[src/rtl/pipe_ctrl_gen.sv]
// Pipeline hazard controller: per-source stall masks, exception flush/redirect
// sequencing, and a stall-cycle counter with a sticky watchdog.
module pipe_ctrl_gen #(
   parameter int unsigned            STAGES        = 6,
   parameter int unsigned            NREQ          = 4,
   parameter logic [NREQ*4-1:0]      REQ_DEPTH     = {4'd3, 4'd2, 4'd1, 4'd1},
   parameter int unsigned            FLUSH_CYCLES  = 1,
   parameter logic [31:0]            EXC_VECTOR    = 32'hBFC0_0380,
   parameter logic [3:0]             RET_CODE      = 4'hE,
   parameter int unsigned            STALL_TIMEOUT = 1024
) (
   input  logic              clk,
   input  logic              rst,
   input  logic [NREQ-1:0]   stallreq,
   input  logic [3:0]        except_info,
   input  logic [31:0]       cp0_epc,
   output logic [STAGES-1:0] stall,
   output logic              flush,
   output logic [31:0]       new_pc,
   output logic              new_pc_valid,
   output logic              stall_timeout,
   output logic [31:0]       stall_cycles
);

   localparam int unsigned WD_W = $clog2(STALL_TIMEOUT + 1);
   localparam logic [WD_W-1:0] WD_LIMIT = WD_W'(STALL_TIMEOUT);

   typedef enum logic {S_IDLE, S_FLUSH} state_t;

   state_t            state_q, state_d;
   logic [3:0]        flush_cnt_q, flush_cnt_d;
   logic [31:0]       new_pc_q, new_pc_d;
   logic              new_pc_valid_q, new_pc_valid_d;
   logic              stall_timeout_q, stall_timeout_d;
   logic [31:0]       stall_cycles_q, stall_cycles_d;
   logic [WD_W-1:0]   wd_q, wd_d;
   logic [STAGES-1:0] stall_raw;

   function automatic logic [31:0] sat_inc32(input logic [31:0] v);
      return (v == 32'hFFFF_FFFF) ? v : v + 32'd1;
   endfunction

   function automatic logic [WD_W-1:0] sat_inc_wd(input logic [WD_W-1:0] v);
      return (v == WD_LIMIT) ? v : v + 1'b1;
   endfunction

   // Each asserted source stalls stages 0..depth; deeper depths clip naturally.
   always_comb begin
      stall_raw = '0;
      for (int i = 0; i < int'(NREQ); i++) begin
         for (int s = 0; s < int'(STAGES); s++) begin
            if (stallreq[i] && (s <= int'(REQ_DEPTH[i*4 +: 4]))) begin
               stall_raw[s] = 1'b1;
            end
         end
      end
   end

   assign flush = (state_q == S_FLUSH);
   assign stall = (rst || flush) ? '0 : stall_raw;

   always_comb begin
      state_d        = state_q;
      flush_cnt_d    = flush_cnt_q;
      new_pc_d       = new_pc_q;
      new_pc_valid_d = 1'b0;
      case (state_q)
         S_IDLE: begin
            if (except_info != 4'h0) begin
               state_d        = S_FLUSH;
               flush_cnt_d    = 4'(FLUSH_CYCLES - 1);
               new_pc_d       = (except_info == RET_CODE) ? cp0_epc : EXC_VECTOR;
               new_pc_valid_d = 1'b1;
            end
         end
         S_FLUSH: begin
            // Exceptions arriving here, including on the exit edge, are dropped.
            if (flush_cnt_q == 4'd0) begin
               state_d = S_IDLE;
            end else begin
               flush_cnt_d = flush_cnt_q - 4'd1;
            end
         end
         default: state_d = S_IDLE;
      endcase
   end

   always_comb begin
      stall_cycles_d  = stall_cycles_q;
      wd_d            = '0;
      if (stall != '0) begin
         stall_cycles_d = sat_inc32(stall_cycles_q);
         wd_d           = sat_inc_wd(wd_q);
      end
      stall_timeout_d = stall_timeout_q | (wd_d == WD_LIMIT);
   end

   always_ff @(posedge clk or posedge rst) begin
      if (rst) begin
         state_q         <= S_IDLE;
         flush_cnt_q     <= 4'd0;
         new_pc_q        <= 32'd0;
         new_pc_valid_q  <= 1'b0;
         stall_timeout_q <= 1'b0;
         stall_cycles_q  <= 32'd0;
         wd_q            <= '0;
      end else begin
         state_q         <= state_d;
         flush_cnt_q     <= flush_cnt_d;
         new_pc_q        <= new_pc_d;
         new_pc_valid_q  <= new_pc_valid_d;
         stall_timeout_q <= stall_timeout_d;
         stall_cycles_q  <= stall_cycles_d;
         wd_q            <= wd_d;
      end
   end

   assign new_pc        = new_pc_q;
   assign new_pc_valid  = new_pc_valid_q;
   assign stall_timeout = stall_timeout_q;
   assign stall_cycles  = stall_cycles_q;

endmodule

[config.mk]
export PLATFORM = sky130hd
export DESIGN_NAME = pipe_ctrl_gen
export DESIGN_NICKNAME = d
export VERILOG_FILES = /design/src/rtl/pipe_ctrl_gen.sv
export SDC_FILE = /design/constraint.sdc
export NUM_CORES = 1
export LEC_CHECK = 0
export ABC_CLOCK_PERIOD_IN_PS = 2300
export BUFFER_PORTS_ARGS = -buffer_cell sky130_fd_sc_hd__buf_2
export CELL_PAD_IN_SITES_DETAIL_PLACEMENT = 0
export CELL_PAD_IN_SITES_GLOBAL_PLACEMENT = 1
export CORE_MARGIN = 3
export CORE_UTILIZATION = 26
export CTS_BUF_LIST = sky130_fd_sc_hd__clkbuf_16
export DETAILED_ROUTE_END_ITERATION = 10
export PLACE_DENSITY_LB_ADDON = 0.1
export SLEW_MARGIN = 10
export SYNTH_ARGS = -nofsm -noshare
export SYNTH_HDL_FRONTEND = slang
export SYNTH_SLANG_ARGS = --single-unit
[constraint.sdc]
create_clock -name clk -period 2.3 [get_ports clk]
set_input_delay 0.23 -clock clk [delete_from_list [all_inputs] [get_ports clk]]
set_output_delay 0.23 -clock clk [all_outputs]
set_load 0.005 [all_outputs]
==> results of run 1 <==
-- synthesized netlist by cell type, types with 2 or more instances --
| master | count | share of area, % |
|---|---|---|
| a211oi_1 | 2 | 0.39 |
| a21oi_1 | 3 | 0.39 |
| and2_1 | 6 | 0.98 |
| and3_1 | 7 | 1.1 |
| and4_1 | 5 | 1.1 |
| buf_4 | 3 | 0.59 |
| clkbuf_1 | 12 | 1.2 |
| dfrtp_1 | 82 | 54 |
| ha_1 | 4 | 1.3 |
| inv_1 | 13 | 1.3 |
| nand2_1 | 81 | 8.0 |
| nand2b_1 | 3 | 0.49 |
| nand3_1 | 41 | 5.4 |
| nand3b_1 | 2 | 0.39 |
| nand4_1 | 13 | 2.1 |
| nor2_1 | 15 | 1.5 |
| nor3_1 | 11 | 1.4 |
| nor4_1 | 5 | 0.82 |
| o21ai_0 | 15 | 2.0 |
| o31ai_1 | 4 | 0.79 |
| or4_1 | 5 | 0.98 |
| xnor2_1 | 25 | 5.7 |
| xor2_1 | 13 | 3.0 |
-- kinds of logic after synthesis --
| kind of cell | after synthesis | synth area share [%] |
|---|---|---|
| AOI/OAI and AO/OA | 31 | 5.09 |
| and+or+nand+nor | 205 | 27.3 |
| other | 1 | 0.0984 |
| xor gates and xnor gates | 38 | 8.73 |
| buffers and inverters | 31 | 3.38 |
| muxes | 1 | 0.295 |
| DFF | 82 | 53.8 |
| adders and majority gates | 4 | 1.31 |
-- timing repair --
item / in CTS / in global routing
endpoints found under the setup margin: 0 / 1
gates resized for setup: 0 / 3
hold buffers: 0 / 0
endpoints found under the hold margin: 0 / 0
-- state kept, by name, indices dropped and copies added, names as in the netlist --
signal         count
wd_q              11
new_pc_valid       1
flush              1
stall_timeout      1
stall_cycles      32
new_pc            32
flush_cnt_q        4
-- final cells by class --
cell class                 count  area share, %
clock buffer                   9           4.59
clock inverter                 6           1.02
inverter                      14           1.15
multi-input combinational    281           33.5
sequential                    82           41.8
tap                          180           4.59
timing repair buffer         121           13.3
-- routing by layer --
metal	wire length, um	vias to the layer above
met2	4630	92
li1	-	1581
met5	0	-
met4	160	0
met3	839	10
met1	4430	1520
-- worst paths after layout --
check	start	slack (ns)	cells after the start	endpoint
setup / recovery	wd_q[0]$_DFF_PP0_	0.14	7	stall_timeout$_DFF_PP0_
hold / removal	rst	0.01	3	wd_q[10]$_DFF_PP0_
setup reg to reg	wd_q[0]$_DFF_PP0_	0.14	7	stall_timeout$_DFF_PP0_
hold reg to reg	new_pc[1]$_DFFE_PP0P_	0.46	2	new_pc[1]$_DFFE_PP0P_
max in group asynchronous	rst	1.91	3	new_pc[31]$_DFFE_PP0P_
min in group clk	cp0_epc[18]	0.10	3	new_pc[18]$_DFFE_PP0P_
-- power breakdown --
group	leakage [nW]	total, mW	internal (mW)	switching, mW
Clock	0.139	1.38	0.818	0.563
Sequential	1.08	1.67	1.56	0.102
Combinational	1.24	0.564	0.241	0.323
-- worst max-delay path: stages, from the launching register on --
cell and delay [ns]:
dfrtp_1 0.39, inv_1 0.11, ha_1 0.21, nor4b_2 0.16
and4_2 0.30, or3_1 0.33, a2111oi_1 0.41, a31o_1 0.20
==> impl_metrics.csv, run 1 <==
group,metric,value,unit
timing,skew,0.00546,ns
pwr,powerDensity,736,nW/um^2
place,post-dp-hpwl,6990,um
layout,multi_input_area,1640,sq um
global_routing,grt_pass1_vias,3397,
layout,fin_area,4910,sq um
floorplanning,num_io_pins,115,
synth,synthArstFlopShare,100,%
clocking,max-clock-path-buffers,2,
layout,seqCellArea,2050,sq um
timing,period_needed,2.16,ns
drt,initialDrtViolationCount,159,
synth,synth_edf_count,0,
drt,wl_per_cell,14.5,um
clocking,clkLatencyLatePin,0.34,ns
setup_path,cp.required,2.58,ns
clocking,cts_sinks,82,
synth,ys.flop_type,"dfrtp_1",
place,pre_cts_slack,0.0738,ns
drt,num_vias,3203,
place,io_buffers,112,
setup_path,cp_max_fo,6,
clocking,htree_levels,3,
global_routing,grt_use_total,13.4,%
timing,setup_viol,0,
layout,final_util,34.8,%
global_routing,grt_use_met3,6.15,%
layout,drive_above_1_share,27.9,%
global_routing,grt_start_max_net_pins,83,
synth,synth_seq_area_share,53.8,%
clocking,cts-buffers-inserted,9,
synth,synth_cell_types,46,
pwr,peakVddDrop,0.361,mV
synth,synth.avg_cell_area,9.70,sq um
timing,relSlewSlack,66.4,%
floorplanning,die_area,16200,sq um
floorplanning,rows,43,
synth,ys_ff_latch,82,
timing,hold_viol,0,
drt,ant_nets,0,
global_routing,grt_use_met2,20.8,%
synth,syn_inst,393,
setup_path,startpoint_type,"flop",
setup_path,critPathKind,"reg -> reg",
timing,worstMarginPinSlew,0.499,ns
clocking,cts_tree,"yes",
timing,period_share,94.1,%
setup_path,worstPathArrival,2.44,ns
worst_hold_path,min_path_type,"in -> async",
timing,whs,0.0132,ns
floorplanning,core,14100,sq um
synth,yosys_warnings,0,
drt,drc,0,
timing,fmax,462,MHz
global_routing,grt_antenna_before_repair,0,
layout,final_cells,693,
floorplanning,die_y,127,um
global_routing,globalRouteMet1Util,16.6,%
timing,worst_slack,0.136,ns
place,placed_cells,678,
clocking,clk_pin_slew,0.06,ns
timing,rsz0062_at_grt,"no",
clocking,clockRootBuffer,"clkbuf_16",
timing,drv_slew,0,
place,gp_congestion,0.768,
floorplanning,die-width,127,um
pwr,p_total,3.61,mW
global_routing,grt_pass1_wl,17400,um
floorplanning,initial_core_util,27.0,%
run_status,status,"finished, final reports clean",
drt,via_per_inst,4.62,
place,postPlaceCellArea,4620,sq um
layout,antenna_cells,0,
clocking,cts_setup_buffers,0,
timing,fin_setup_tns,0,ns
setup_path,end_kind,"flop",
layout,final_nets,555,
global_routing,grt.overflow.total,0,
drt,wirelength,10100,um
layout,final_cell_mix,"buf_2, dfrtp_1, nand2_1, nand3_1, xnor2_1",
layout,filler_cell_count,1459,
layout,area_growth,28.7,%
layout,final_common_cell,"buf_2",
synth,synth_area,3810,sq um
drt,first_pass_iters,4,
global_routing,busiest_layer,"met2",
pwr,power.static_leakage,2.46,nW
run,max_cap_viol_count,0,
Power figures use the tool's default switching activity.
==> run 2, diff against run 1 <==
--- a/config.mk
+++ b/config.mk
@@ -13,7 +13,9 @@
 export CORE_UTILIZATION = 26
 export CTS_BUF_LIST = sky130_fd_sc_hd__clkbuf_16
 export DETAILED_ROUTE_END_ITERATION = 10
+export GPL_TIMING_DRIVEN = 0
 export PLACE_DENSITY_LB_ADDON = 0.1
+export SETUP_SLACK_MARGIN = 0.4
 export SLEW_MARGIN = 10
 export SYNTH_ARGS = -nofsm -noshare
 export SYNTH_HDL_FRONTEND = slang
==> impl_metrics.csv, run 2 (synthesis gave the netlist of run 1 again) <==
group,metric,value,unit
clocking,clockRootBuffer,"clkbuf_16",
timing,worstMarginPinSlew,0.588,ns
timing,relSlewSlack,60.5,%
drt,wirelength,11100,um
pwr,power.static_leakage,2.79,nW
setup_path,max_stage_delay,0.41,ns
timing,fmax,506,MHz
setup_path,crit_family,"buffers and inverters",
layout,drive_above_1_share,40.6,%
run_status,status,"finished, final reports clean",
drt,ant_nets,0,
clocking,max-clock-path-buffers,2,
clocking,cts_tree,"yes",
floorplanning,die-width,127,um
drt,wl_per_cell,14.9,um
setup_path,worstPathArrival,2.20,ns
clocking,cts_sinks,82,
layout,final_common_cell,"buf_2",
setup_path,cp_max_fo,5,
timing,rsz0062_at_grt,"yes",
timing,period_share,85.9,%
setup_path,crit_buf_inv,7,
place,gp_congestion,0.761,
setup_path,critPathKind,"reg -> reg",
clocking,clkLatencyLatePin,0.34,ns
setup_path,end_kind,"flop",
floorplanning,core,14100,sq um
global_routing,grt_pass1_wl,18100,um
floorplanning,die_area,16200,sq um
global_routing,grt_antenna_before_repair,0,
floorplanning,rows,43,
layout,final_cell_mix,"buf_2, nand2_1, dfrtp_1, nand3_1, buf_4",
floorplanning,die_y,127,um
layout,final_nets,608,
pwr,peakVddDrop,0.289,mV
setup_path,startpoint_type,"flop",
drt,initialDrtViolationCount,111,
global_routing,grt.overflow.total,0,
layout,antenna_cells,0,
run,max_cap_viol_count,0,
timing,skew,0.00919,ns
pwr,powerDensity,675,nW/um^2
setup_path,crit_chain,"inv_2 -> buf_6 -> buf_4 -> buf_4 -> buf_4 -> buf_6 -> buf_6 -> nor3_4 -> xnor2_2 -> and4_1 -> a31o_1",
floorplanning,initial_core_util,27.0,%
timing,worst_slack,0.325,ns
global_routing,grt_use_total,13.9,%
drt,first_pass_iters,6,
setup_path,cpMaxStageDelayCell,"dfrtp_2",
clocking,htree_levels,3,
drt,num_vias,3425,
timing,whs,0.102,ns
place,post-dp-hpwl,7800,um
place,pre_cts_slack,-0.127,ns
drt,via_per_inst,4.59,
timing,drv_slew,0,
layout,area_growth,46.6,%
timing,hold_viol,0,
setup_path,cp.required,2.53,ns
worst_hold_path,min_path_type,"in -> reg",
global_routing,grt_start_max_net_pins,36,
timing,setup_viol,0,
drt,drc,0,
global_routing,grt_pass1_vias,3552,
place,io_buffers,112,
floorplanning,num_io_pins,115,
clocking,clk_pin_slew,0.07,ns
clocking,cts-buffers-inserted,9,
timing,period_needed,1.97,ns
[run 2: area by class of cell]
class	instances	area (sq um)
fillers	1453	8510
flip-flops and latches	82	2060
multi-input cells	281	1880
clock inverters	7	68.8
clock buffers	9	225
repair buffers	157	968
well taps	180	225
inverters	14	61.3
plain buffers	17	96.3
[run 2: final timing paths]
kind	start	endpoint	slack (ns)	cells after the start
setup / recovery	wd_q[1]$_DFF_PP0_	stall_timeout$_DFF_PP0_	0.33	11
hold / removal	cp0_epc[17]	new_pc[17]$_DFFE_PP0P_	0.10	3
setup reg to reg	wd_q[1]$_DFF_PP0_	stall_timeout$_DFF_PP0_	0.33	11
hold reg to reg	new_pc[17]$_DFFE_PP0P_	new_pc[17]$_DFFE_PP0P_	0.46	2
max in group asynchronous	rst	stall_cycles[2]$_DFFE_PP0P_	1.06	5
min in group asynchronous	rst	new_pc[29]$_DFFE_PP0P_	0.48	3
[run 2: what timing repair did]
| item | 4_1_cts | 5_1_grt |
|---|---|---|
| buffers inserted | 20 | 22 |
| resized for setup | 32 | 38 |
| hold buffers | 1 | 0 |
| endpoints found under the hold margin | 18 | 0 |
| pin swaps | 11 | 21 |
| setup endpoints to repair | 39 | 40 |
[run 2: where the power goes]
| group | internal (mW) | leakage, nW | switching (mW) |
|---|---|---|---|
| logic | 0.288 | 1.58 | 0.346 |
| registers | 1.57 | 1.07 | 0.111 |
| clock network | 0.840 | 0.143 | 0.618 |
[run 2: routing by layer]
layer	share of wire, %	routed length, um	track usage [%]
met1	45	5030	17.5
met2	45	5040	21.5
met3	7.4	830	5.10
met4	2.2	240	6.06
met5	0	0	0
[run 2: worst min-delay path, stage by stage]
cell	delay, ns
buf_2	0.08
nand3_1	0.05
nand2_1	0.06
[run 2: metrics by stage]
step	power (mW)	util [%]	TNS, ns	area (sq um)	cells
after floorplan	1.97	-	0	3850	394
after global routing	4.00	39.6	0	5590	747
after detailed placement	2.28	33.2	-0.999	4680	688
after CTS	3.81	37.4	0	5270	725
after global placement	2.27	32.9	-0.760	4640	686
final	3.77	39.6	0	5590	747
==> run 3, diff against run 2 <==
--- a/config.mk
+++ b/config.mk
@@ -15,7 +15,7 @@
 export DETAILED_ROUTE_END_ITERATION = 10
 export GPL_TIMING_DRIVEN = 0
 export PLACE_DENSITY_LB_ADDON = 0.1
-export SETUP_SLACK_MARGIN = 0.4
+export SETUP_SLACK_MARGIN = 0.1
 export SLEW_MARGIN = 10
 export SYNTH_ARGS = -nofsm -noshare
 export SYNTH_HDL_FRONTEND = slang
==> impl_metrics.csv, run 3 (synthesis gave the netlist of run 1 again) <==
group,metric,value,unit
floorplanning,initial_core_util,27.0,%
place,postPlaceCellArea,4680,sq um
layout,drive_above_1_share,28.0,%
global_routing,grt.overflow.total,0,
setup_path,end_kind,"flop",
timing,relSlewSlack,64.6,%
drt,wl_per_cell,14.6,um
timing,fmax,456,MHz
place,gp_congestion,0.755,
place,pre_cts_slack,0.0359,ns
drt,ant_nets,0,
place,io_buffers,112,
pwr,p_comb_share,16.4,%
layout,fin_area,5000,sq um
floorplanning,rows,43,
timing,rsz0062_at_grt,"yes",
pwr,peakVddDrop,0.287,mV
pwr,seqPwrFrac,48.0,%
run_status,status,"finished, final reports clean",
layout,antenna_cells,0,
layout,final_cell_mix,"buf_2, dfrtp_1, nand2_1, nand3_1, xnor2_1",
setup_path,cp.required,2.58,ns
floorplanning,core,14100,sq um
worst_hold_path,min_path_type,"in -> reg",
clocking,cts_sinks,82,
global_routing,grt_use_total,13.4,%
timing,skew,0.00538,ns
drt,via_per_inst,4.59,
pwr,clkPwrFrac,35.6,%
setup_path,worstPathArrival,2.47,ns
timing,hold_viol,0,
timing,drv_slew,0,
layout,final_util,35.5,%
timing,period_share,95.4,%
clocking,clkLatencyLatePin,0.34,ns
clocking,max-clock-path-buffers,2,
place,placed_cells,689,
setup_path,critPathKind,"reg -> reg",
clocking,clk_pin_slew,0.06,ns
layout,final_cells,705,
drt,initialDrtViolationCount,108,
pwr,powerDensity,697,nW/um^2
drt,num_vias,3233,
floorplanning,num_io_pins,115,
pwr,p_int,2.51,mW
floorplanning,die_y,127,um
clocking,clockRootBuffer,"clkbuf_16",
global_routing,grt_antenna_before_repair,1,
global_routing,grt_start_max_net_pins,29,
pwr,p_sw_share,27.9,%
clocking,htree_levels,3,
pwr,power.static_leakage,2.51,nW
timing,period_needed,2.19,ns
setup_path,cp_max_fo,6,
pwr,p_total,3.49,mW
clocking,cts-buffers-inserted,9,
global_routing,grt_pass1_wl,17300,um
layout,final_common_cell,"buf_2",
drt,drc,0,
timing,worstMarginPinSlew,0.530,ns
timing,setup_viol,0,
place,post-dp-hpwl,7680,um
layout,final_nets,569,
timing,worst_slack,0.105,ns
layout,area_growth,31.3,%
pwr,p_switching,972,uW
run,max_cap_viol_count,0,
floorplanning,die-width,127,um
floorplanning,die_area,16200,sq um
global_routing,grt_pass1_vias,3363,
setup_path,startpoint_type,"flop",
drt,wirelength,10300,um
drt,first_pass_iters,4,
clocking,cts_tree,"yes",
run 3: per-stage QoR:
| step | hold WS, ns | setup TNS (ns) |
|---|---|---|
| floorplan | 0.363 | 0 |
| detailed placement | 0.319 | 0 |
| CTS | 0.0918 | 0 |
| finish | 0.109 | 0 |
| global route | 0.0987 | -0.0474 |
| global placement | 0.446 | -0.0226 |
run 3: worst paths after layout:
check                                        from                           end  slack (ns)  cells after the start
max                             wd_q[0]$_DFF_PP0_       stall_timeout$_DFF_PP0_        0.11                      8
min                                    cp0_epc[6]         new_pc[6]$_DFFE_PP0P_        0.11                      3
max reg2reg                     wd_q[0]$_DFF_PP0_       stall_timeout$_DFF_PP0_        0.11                      8
min reg2reg                new_pc[16]$_DFFE_PP0P_        new_pc[16]$_DFFE_PP0P_        0.46                      2
max in group asynchronous                     rst  stall_cycles[10]$_DFFE_PP0P_        1.10                      5
min in group asynchronous                     rst    flush_cnt_q[2]$_DFFE_PP0P_        0.52                      3
run 3: worst max-delay path: stages, from the launching register on:
cell and delay [ns]:
dfrtp_1 0.40, inv_1 0.12, ha_1 0.21, nor4b_2 0.16, and4_1 0.20, buf_2 0.15, or3_4 0.36, a2111oi_4 0.37
a31o_1 0.18
run 3: timing repair:
action / in CTS / in global routing
hold buffers: 1 / 0
setup endpoints to repair: 9 / 15
resized for setup: 3 / 7
setup buffers: 0 / 2
endpoints found under the hold margin: 20 / 0
run 3: area by class of cell:
| class | count | area (sq um) |
|---|---|---|
| flip-flops and latches | 82 | 2050 |
| well taps | 180 | 225 |
| plain buffers | 17 | 77.6 |
| clock buffers | 9 | 225 |
| multi-input cells | 281 | 1690 |
| repair buffers | 118 | 661 |
| clock inverters | 4 | 16.3 |
| fillers | 1488 | 9090 |
| inverters | 14 | 56.3 |
run 3: routing by layer:
| layer | vias to the layer above | track usage (%) | part of all wire (%) |
|---|---|---|---|
| li1 | 1600 | - | - |
| met1 | 1529 | 15.8 | 42 |
| met2 | 89 | 21.6 | 47 |
| met3 | 13 | 6.81 | 9.2 |
| met4 | 2 | 3.72 | 1.4 |
| met5 | - | 0 | 0.068 |
run 3: power by group through the flow:
stage / combinational, mW / sequential, mW / clock [mW]
2_1_floorplan: 0.279 / 1.68 / 0
3_3_place_gp: 0.555 / 1.70 / 0
3_5_place_dp: 0.571 / 1.70 / 0
4_1_cts: 0.576 / 1.68 / 1.30
5_1_grt: 0.665 / 1.69 / 1.37
6_report: 0.572 / 1.67 / 1.24
